<file path="src/rtl/led_adc_scheduler.sv">
// RED / IR / DARK time-multiplexed sampling sequencer for the pulse-oximeter front end.
// Each frame settles, averages 2^AVG_LOG2 ADC samples per phase, then publishes all three results.
module led_adc_scheduler #(
  parameter int SETTLE_CYCLES = 4,
  parameter int AVG_LOG2      = 2
) (
  input  logic       CLK,
  input  logic       rst_n,
  input  logic       enable,
  input  logic       cfg_valid,
  input  logic [6:0] red_dc_cfg,
  input  logic [3:0] red_pga_cfg,
  input  logic [6:0] ir_dc_cfg,
  input  logic [3:0] ir_pga_cfg,
  input  logic [7:0] ADC,
  output logic       LED_RED,
  output logic       LED_IR,
  output logic [6:0] DC_Comp,
  output logic [3:0] PGA_Gain,
  output logic [7:0] RED_ADC_Value,
  output logic [7:0] IR_ADC_Value,
  output logic [7:0] DARK_ADC_Value,
  output logic       sample_valid,
  output logic       busy
);

  localparam int AW = 8 + AVG_LOG2;
  localparam logic [15:0] SET_LAST = 16'(SETTLE_CYCLES - 1);
  localparam logic [15:0] ACC_LAST = 16'((1 << AVG_LOG2) - 1);

  typedef enum logic [2:0] {
    IDLE, RED_SETTLE, RED_ACC, IR_SETTLE, IR_ACC, DARK_SETTLE, DARK_ACC, PUBLISH
  } state_t;

  // Assertion is immediate; release is delayed two edges so the FSM starts cleanly.
  logic [1:0] rst_sync_q;
  logic       rst_int_n;

  always_ff @(posedge CLK or negedge rst_n) begin
    if (!rst_n) rst_sync_q <= 2'b00;
    else        rst_sync_q <= {rst_sync_q[0], 1'b1};
  end
  assign rst_int_n = rst_sync_q[1];

  logic [6:0] red_dc_sh_q, red_dc_sh_d, ir_dc_sh_q, ir_dc_sh_d;
  logic [3:0] red_pga_sh_q, red_pga_sh_d, ir_pga_sh_q, ir_pga_sh_d;
  logic [6:0] red_dc_new, ir_dc_new;
  logic [3:0] red_pga_new, ir_pga_new;

  always_comb begin
    red_dc_sh_d  = red_dc_sh_q;
    red_pga_sh_d = red_pga_sh_q;
    ir_dc_sh_d   = ir_dc_sh_q;
    ir_pga_sh_d  = ir_pga_sh_q;
    if (cfg_valid) begin
      red_dc_sh_d  = red_dc_cfg;
      red_pga_sh_d = red_pga_cfg;
      ir_dc_sh_d   = ir_dc_cfg;
      ir_pga_sh_d  = ir_pga_cfg;
    end
  end

  // Shadow contents including a same-cycle write, so a strobe on the frame-start edge takes effect.
  assign red_dc_new  = red_dc_sh_d;
  assign red_pga_new = red_pga_sh_d;
  assign ir_dc_new   = ir_dc_sh_d;
  assign ir_pga_new  = ir_pga_sh_d;

  always_ff @(posedge CLK or negedge rst_int_n) begin
    if (!rst_int_n) begin
      red_dc_sh_q  <= '0;
      red_pga_sh_q <= '0;
      ir_dc_sh_q   <= '0;
      ir_pga_sh_q  <= '0;
    end else begin
      red_dc_sh_q  <= red_dc_sh_d;
      red_pga_sh_q <= red_pga_sh_d;
      ir_dc_sh_q   <= ir_dc_sh_d;
      ir_pga_sh_q  <= ir_pga_sh_d;
    end
  end

  state_t         state_q;
  logic [15:0]    cnt_q;
  logic [AW-1:0]  acc_q, acc_sum;
  logic [7:0]     avg_res;
  logic [7:0]     red_hold_q, ir_hold_q;
  logic [6:0]     act_ir_dc_q;
  logic [3:0]     act_ir_pga_q;
  logic           led_red_q, led_ir_q, sample_valid_q;
  logic [6:0]     dc_q;
  logic [3:0]     pga_q;
  logic [7:0]     red_out_q, ir_out_q, dark_out_q;

  assign acc_sum = acc_q + AW'(ADC);
  assign avg_res = acc_sum[AW-1:AVG_LOG2];

  always_ff @(posedge CLK or negedge rst_int_n) begin
    if (!rst_int_n) begin
      state_q        <= IDLE;
      cnt_q          <= '0;
      acc_q          <= '0;
      red_hold_q     <= '0;
      ir_hold_q      <= '0;
      act_ir_dc_q    <= '0;
      act_ir_pga_q   <= '0;
      led_red_q      <= 1'b0;
      led_ir_q       <= 1'b0;
      dc_q           <= '0;
      pga_q          <= '0;
      red_out_q      <= '0;
      ir_out_q       <= '0;
      dark_out_q     <= '0;
      sample_valid_q <= 1'b0;
    end else begin
      sample_valid_q <= 1'b0;
      case (state_q)
        IDLE, PUBLISH: begin
          led_red_q <= 1'b0;
          led_ir_q  <= 1'b0;
          state_q   <= IDLE;
          if (enable) begin
            state_q      <= RED_SETTLE;
            cnt_q        <= '0;
            act_ir_dc_q  <= ir_dc_new;
            act_ir_pga_q <= ir_pga_new;
            led_red_q    <= 1'b1;
            dc_q         <= red_dc_new;
            pga_q        <= red_pga_new;
          end
        end
        RED_SETTLE, IR_SETTLE, DARK_SETTLE: begin
          if (cnt_q == SET_LAST) begin
            state_q <= state_t'(state_q + 3'd1);
            cnt_q   <= '0;
            acc_q   <= '0;
          end else begin
            cnt_q <= cnt_q + 16'd1;
          end
        end
        RED_ACC, IR_ACC, DARK_ACC: begin
          acc_q <= acc_sum;
          cnt_q <= cnt_q + 16'd1;
          if (cnt_q == ACC_LAST) begin
            cnt_q   <= '0;
            state_q <= state_t'(state_q + 3'd1);
            if (state_q == RED_ACC) begin
              red_hold_q <= avg_res;
              led_red_q  <= 1'b0;
              led_ir_q   <= 1'b1;
              dc_q       <= act_ir_dc_q;
              pga_q      <= act_ir_pga_q;
            end else if (state_q == IR_ACC) begin
              ir_hold_q  <= avg_res;
              led_ir_q   <= 1'b0;
              dc_q       <= act_ir_dc_q;
              pga_q      <= act_ir_pga_q;
            end else begin
              red_out_q      <= red_hold_q;
              ir_out_q       <= ir_hold_q;
              dark_out_q     <= avg_res;
              sample_valid_q <= 1'b1;
            end
          end
        end
        default: state_q <= IDLE;
      endcase
    end
  end

  assign LED_RED        = led_red_q;
  assign LED_IR         = led_ir_q;
  assign DC_Comp        = dc_q;
  assign PGA_Gain       = pga_q;
  assign RED_ADC_Value  = red_out_q;
  assign IR_ADC_Value   = ir_out_q;
  assign DARK_ADC_Value = dark_out_q;
  assign sample_valid   = sample_valid_q;
  assign busy           = (state_q != IDLE);

endmodule

</file>
<file path="config.mk">
export PLATFORM = sky130hd
export DESIGN_NAME = led_adc_scheduler
export DESIGN_NICKNAME = d
export VERILOG_FILES = /design/src/rtl/led_adc_scheduler.sv
export SDC_FILE = /design/constraint.sdc
export NUM_CORES = 1
export LEC_CHECK = 0
export CORE_MARGIN = 2
export CORE_UTILIZATION = 49
export DETAILED_ROUTE_END_ITERATION = 8
export GPL_TIMING_DRIVEN = 1
export PLACE_DENSITY = 0.76
export SYNTH_ARGS = -nofsm -noshare
export SYNTH_HDL_FRONTEND = slang
export SYNTH_SLANG_ARGS = --single-unit
export TNS_END_PERCENT = 1
</file>
<file path="constraint.sdc">
create_clock -name CLK -period 3.8 [get_ports CLK]
set_clock_uncertainty 0.2 [all_clocks]
set_input_delay 0.38 -clock CLK [delete_from_list [all_inputs] [get_ports CLK]]
set_output_delay 0.38 -clock CLK [all_outputs]
set_load 0.02 [all_outputs]
</file>
==> results_dict.tcl, run 1 <==
set metrics [dict create \
    status "complete, no violations" \
    clock_sinks 118 \
    syn_area_mm2 0.00525 \
    clock_path_buffers 2 \
    crit_required_ns 3.98 \
    area_growth_pct 27.5 \
    vias 3842 \
    syn_inst 486 \
    power.switching_mw 1.22 \
    syn_nets 534 \
    antenna_found_initial 0 \
    post_route_cells_drive_above_1_share_pct 12.8 \
    crit_start "state_q[0]" \
    slowest_delay_ns 0.51 \
    grt_pass1_vias 3906 \
    cts_setup_buffers 0 \
    synth-edff-count 0 \
    setup_viol 0 \
    final_util_pct 64.6 \
    synthArstFlopShare_pct 100 \
    synth_top_family_by_area "simple AND/OR/NAND/NOR gates" \
    clockRootBuffer "clkbuf_8" \
    finalMaxSlewViolations 0 \
    grt_usage_pct 21.3 \
    port_buffers 72 \
    design.die.area_mm2 0.0116 \
    finalCriticalPeriod_ns 3.00 \
    fp.coreArea_mm2 0.0104 \
    switching_share_pct 29.8 \
    cts.clk_slew.worst_paths_ns 0.06 \
    hold_path.class "reg -> reg" \
    synthSimpleGateAreaFrac_pct 13.5 \
    drv_cap 0 \
    regToRegStartpoint "state_q[0]" \
    clock_latency_ns 0.51 \
    p_int_mw 2.87 \
    pwr-share-seq_pct 38.6 \
    r2r_setup_slack_ns 0.80 \
    synth_xor_area_share_pct 2.67 \
    cts_htree_levels 4 \
    gp_congestion 0.832 \
    grt_start_max_net_pins 85 \
    drt_iter0_drc 195 \
    io_pins 73 \
    rows 37 \
    reg2reg_to "cnt_q[3]" \
    fmax_mhz 334 \
    wl_mm 11.3 \
    power_density_mw_per_mm2 610 \
    tns_ns 0 \
    viasPerCell 5.40 \
    start_kind "flop" \
    die_h_um 108 \
    fin_crit_sh_pct 78.9 \
    path_class "reg -> reg" \
    final-hold-violation-count 0 \
    overflow 0 \
    power_mw 4.09 \
    slew_headroom_pct 28.7 \
    ant_nets 0 \
    yosysUniqueCellTypes 46 \
    cts_made_buffers 17 \
    yosys_most_used_dff "dfrtp_1" \
    hold_ws_ns 0.164 \
    r2r_cells 8 \
    die_x_um 108 \
    fin_nets 611 \
    initial_core_util_pct 50.7 \
    critPathSlowestCell "nor3b_1" \
    synth-compound-area-share_pct 8.81 \
    first_pass_iters 4 \
    vdd_drop_max_mv 0.381 \
    combPwrFrac_pct 22.4 \
    ys_seq_elements 118 \
    synth_mux_area_share_pct 11.8 \
    worst_slew_pin_slew_ns 1.07 \
    path_max_fanout 15 \
    syn-mean-instance-area_um2 10.8 \
    ctsResizeCount 0 \
    grt_pass1_wl_mm 19.2 \
    ys_warn_count 0 \
    rsz0062_at_grt "false" \
    diodes 0 \
    synthAdderAreaFrac_pct 3.48 \
    drc 0 \
    crit_path_cell_trace "inv_1 > ha_1 > a21oi_2 > buf_4 > nor3b_1 > or2_1 > nor2b_1 > nor2_1" \
    crit_path_end "cnt_q[3]" \
    leakagePower_nw 3.18 \
    arrival_ns 3.18 \
    post_drt_wl_per_cell_um 15.9 \
    crit_path_end_kind "flop" \
    synth-seq-area-share_pct 56.2 \
    clkPwrFrac_pct 39.0 \
    cts_tree "yes" \
    dp_hpwl_mm 7.60 \
]
per-layer routing:
metal | up-vias | track usage, % | wire (µm)
met5 | - | 0 | 0
li1 | 1809 | - | -
met2 | 130 | 37.5 | 5960
met1 | 1882 | 26.5 | 4630
met4 | 0 | 6.59 | 154
met3 | 21 | 4.24 | 593
repair_timing:
action / in CTS / in global routing
setup endpoints to repair: 0 / 0
hold buffers: 1 / 0
hold endpoints to repair: 2 / 0
Yosys cell counts, types with 2 or more instances:
library cell	count	area, µm²
a21o_1	7	52.6
a21oi_1	10	50.1
a31oi_1	2	12.5
and3_1	4	25.0
and4_1	3	26.3
buf_1	3	11.3
buf_2	5	25.0
buf_6	2	22.5
clkbuf_1	11	41.3
dfrtp_1	118	2950
ha_1	13	163
inv_1	20	75.1
mux2_2	33	372
mux2i_1	25	250
nand2_1	89	334
nand2b_1	4	25.0
nand3_1	13	65.1
nand4_1	3	18.8
nor2_1	20	75.1
nor2b_1	5	31.3
nor3_1	2	10.0
nor4_1	2	12.5
o21ai_0	48	240
o21ai_1	2	10.0
o31ai_1	4	30.0
or2_1	2	12.5
or3_1	3	18.8
xnor2_1	6	52.6
xor2_1	10	87.6
critical path, delay by kind of cell, from the launching register on:
kind	cells	cell delay (ns)
adder cells (fa/ha/maj)	1	0.30
AND/OR/NAND/NOR	4	1.43
buffers and inverters	2	0.37
flip-flops	1	0.43
AO/OA/AOI/OAI	1	0.15
worst min-delay path by stage:
| stage | cells after the start | from | to |
|---|---|---|---|
| floorplan | 0 | rst_n | rst_sync_q[0] |
| global placement | 0 | rst_sync_q[0] | rst_sync_q[1] |
| detailed placement | 0 | rst_sync_q[0] | rst_sync_q[1] |
| CTS | 0 | rst_sync_q[0] | rst_sync_q[1] |
| global route | 0 | rst_sync_q[0] | rst_sync_q[1] |
| finish | 0 | rst_sync_q[0] | rst_sync_q[1] |
power groups by stage:
stage               registers [mW]  logic (mW)  clock network [mW]
floorplan                     1.64       0.527                   0
global placement              1.58       0.876                   0
detailed placement            1.59       0.909                   0
CTS                           1.58       0.927                1.61
global route                  1.60        1.00                1.67
finish                        1.58       0.917                1.59
sequential cells by signal (all words and copies together) (netlist names), 7 cells and up:
name	flops
cnt_q	16
acc_q	10
DARK_ADC_Value	8
IR_ADC_Value	8
RED_ADC_Value	8
ir_hold_q	8
red_hold_q	8
DC_Comp	7
act_ir_dc_q	7
ir_dc_sh_q	7
red_dc_sh_q	7
layout make-up:
class / instances / area, µm²
clock buffers: 19 / 422
clock inverters: 13 / 174
fillers: 806 / 3670
inverters: 21 / 78.8
multi-input cells: 326 / 2120
flip-flops and latches: 118 / 2960
well taps: 136 / 170
repair buffers: 79 / 776
cell usage in the layout (no fill, tap or decap), drive strengths merged, types with 2 or more instances in the layout:
cell type,instances
dfrtp,118
mux2,33
clkinv,5
or3,3
or2,2
nor4,2
a21o,7
o31ai,4
nand4,3
nor3,2
a21oi,11
clkbuf,19
and4,3
ha,13
bufinv,3
clkdlybuf4s50,72
o21ai,50
nand2,89
a31oi,2
inv,23
xnor2,6
nand3b,2
nor2b,5
buf,6
xor2,10
nand2b,4
nand3,13
and3,4
nor2,21
mux2i,25
clkinvlp,3
metrics by stage:
stage | area, µm² | cells | setup WS (ns)
after floorplan | 5250 | 486 | 0.0692
after global placement | 6090 | 679 | 1.01
after detailed placement | 6090 | 679 | 0.834
after CTS | 6700 | 712 | 0.800
after global routing | 6700 | 712 | 0.509
final | 6700 | 712 | 0.803
cells by family (layout without fill, tap and decap cells):
| logic type | count (synthesis) | in the layout |
|---|---|---|
| AOI/OAI and AO/OA | 81 | 81 |
| xor gates and xnor gates | 16 | 16 |
| adders and majority gates | 14 | 14 |
| buffers and inverters | 42 | 132 |
| DFF | 118 | 118 |
| muxes | 58 | 58 |
| other | 1 | 1 |
| and+or+nand+nor | 156 | 156 |
Power figures use the tool's default switching activity.
==> run 2: changes to the inputs <==
--- a/config.mk
+++ b/config.mk
@@ -6,10 +6,10 @@
 export NUM_CORES = 1
 export LEC_CHECK = 0
 export CORE_MARGIN = 2
-export CORE_UTILIZATION = 49
+export CORE_UTILIZATION = 50
 export DETAILED_ROUTE_END_ITERATION = 8
 export GPL_TIMING_DRIVEN = 1
-export PLACE_DENSITY = 0.76
+export PLACE_DENSITY = 0.74
 export SYNTH_ARGS = -nofsm -noshare
 export SYNTH_HDL_FRONTEND = slang
 export SYNTH_SLANG_ARGS = --single-unit
==> constraint.sdc (replaced) <==
create_clock -name CLK -period 2.85 [get_ports CLK]
set_clock_uncertainty 0.2 [all_clocks]
set_input_delay 0.285 -clock CLK [delete_from_list [all_inputs] [get_ports CLK]]
set_output_delay 0.285 -clock CLK [all_outputs]
set_load 0.02 [all_outputs]
==> run 2 against run 1 <==
  * Critical path depth is 4 lower
  * Sequential share of layout area fell by 0.32 points
  * Clock power up 32%
  * Non-clock buffer count increased by 6
  * Largest cell class unchanged
  * Largest power group unchanged
==> results_dict.tcl, run 2 (synthesis results as in run 1) <==
set metrics [dict create \
    reg2reg_to "cnt_q[7]" \
    power_density_mw_per_mm2 809 \
    finalCriticalPeriod_ns 2.59 \
    grt_pass1_vias 4017 \
    rows 37 \
    combPwrFrac_pct 23.3 \
    io_pins 73 \
    wl_mm 11.6 \
    cts_htree_levels 4 \
    switching_share_pct 29.1 \
    drc 0 \
    die_x_um 106 \
    start_kind "flop" \
    cts_made_buffers 17 \
    cts_setup_buffers 0 \
    grt_start_max_net_pins 72 \
    final-hold-violation-count 0 \
    crit_start "state_q[0]" \
    clock_path_buffers 2 \
    drt_iter0_drc 184 \
    seqCellArea_mm2 0.00296 \
    post_drt_wl_per_cell_um 16.2 \
    status "complete, no violations" \
    fin_nets 617 \
    crit_path_end "busy" \
    vdd_drop_max_mv 0.478 \
    dp_hpwl_mm 7.87 \
    design.die.area_mm2 0.0113 \
    regToRegStartpoint "cnt_q[10]" \
    setup_viol 0 \
    fill_cells 792 \
    area_growth_pct 28.4 \
    overflow 0 \
    first_pass_iters 4 \
    grt_pass1_wl_mm 19.2 \
    crit_path_end_kind "output port" \
    mostFrequentLayoutCell "dfrtp_1" \
    cts_tree "yes" \
    fin_crit_sh_pct 90.7 \
    biggestRegsByFlops "cnt_q x16, acc_q x10" \
    grt_usage_pct 21.9 \
    ant_nets 0 \
    clock_latency_ns 0.51 \
    drv_cap 0 \
    path_class "reg -> out" \
    die_h_um 106 \
    gp_congestion 0.821 \
    worst_slew_pin_slew_ns 0.600 \
    hold_path.class "reg -> async" \
    p_int_mw 3.87 \
    antenna_found_initial 0 \
    fmax_mhz 387 \
    layout_setup_ws_ns 0.265 \
    r2r_cells 5 \
    leakagePower_nw 3.21 \
    multiInputGateArea_mm2 0.00212 \
    clock_sinks 118 \
    largest_register_ffs 16 \
    post_route_cells_drive_above_1_share_pct 13.7 \
    largest-register "cnt_q" \
    rsz0062_at_grt "false" \
    path_max_fanout 7 \
    r2r_setup_slack_ns 0.31 \
    pwr-share-seq_pct 38.2 \
    diodes 0 \
    initial_core_util_pct 51.1 \
    layout_common_cells "117 x dfrtp_1, 89 x nand2_1, 72 x clkdlybuf4s50_1" \
    clockRootBuffer "clkbuf_8" \
    fp.coreArea_mm2 0.0103 \
    port_buffers 72 \
    pre_cts_ws_ns 0.196 \
    crit_required_ns 2.37 \
    power.switching_mw 1.59 \
    clkPwrFrac_pct 38.4 \
    viasPerCell 5.34 \
    cts.clk_slew.worst_paths_ns 0.06 \
    tns_ns 0 \
    finalMaxSlewViolations 0 \
    slew_headroom_pct 60.0 \
    arrival_ns 2.10 \
    vias 3831 \
]
-- run 2: cell count changes in the layout (fill, tap and decap cells not counted), sizes merged --
cell,before,now
buf,6,12
clkbuf,19,20
clkinv,5,4
clkinvlp,3,5
inv,23,21
-- run 2: timing repair --
item                                   4_1_cts  5_1_grt
endpoints found under the hold margin        2        0
gates resized for setup                      0        0
hold buffers                                 1        0
-- run 2: through the flow --
step                utilization [%]  hold slack (ns)  power, mW  area [µm²]  cells
floorplan                         -           -0.211       2.89        5250    486
global placement               59.8            0.141       3.33        6150    685
detailed placement             59.8            0.142       3.38        6150    685
CTS                            65.6            0.164       5.50        6750    718
global route                   65.6            0.171       5.71        6750    718
finish                         65.6            0.145       5.45        6750    718
-- run 2: critical path, stage by stage (launching register included) --
cell and delay, ns:
dfrtp_1 0.43, inv_1 0.09, ha_1 0.29, nand2b_1 0.16
clkdlybuf4s50_1 0.62
-- run 2: cell type report --
cell class / count / area share, %
sequential: 118 / 43.8
multi-input combinational: 326 / 31.4
timing repair buffer: 85 / 12.4
clock buffer: 20 / 6.45
tap: 136 / 2.52
clock inverter: 12 / 2.24
inverter: 21 / 1.17
-- run 2: power by group through the flow --
| stage | Sequential [mW] | Combinational, mW | Clock [mW] |
|---|---|---|---|
| finish | 2.09 | 1.27 | 2.10 |
| global route | 2.12 | 1.39 | 2.21 |
| CTS | 2.09 | 1.28 | 2.13 |
| detailed placement | 2.11 | 1.27 | 0 |
| global placement | 2.10 | 1.22 | 0 |
| floorplan | 2.19 | 0.702 | 0 |
-- run 2: routing by layer --
layer / wire (µm) / up-vias / GRT usage, %
li1: - / 1823 / -
met1: 4880 / 1903 / 26.4
met2: 6050 / 91 / 38.2
met3: 479 / 14 / 4.23
met4: 210 / 0 / 9.65
met5: 0 / - / 0
-- run 2: worst min-delay path by stage --
stage,to,slack (ns),cells past startpoint
4_1_cts,ir_pga_sh_q[1],0.16,0
6_report,PGA_Gain[1],0.14,0
2_1_floorplan,rst_sync_q[0],-0.21,0
3_3_place_gp,rst_sync_q[1],0.14,0
3_5_place_dp,rst_sync_q[1],0.14,0
5_1_grt,rst_sync_q[1],0.17,0
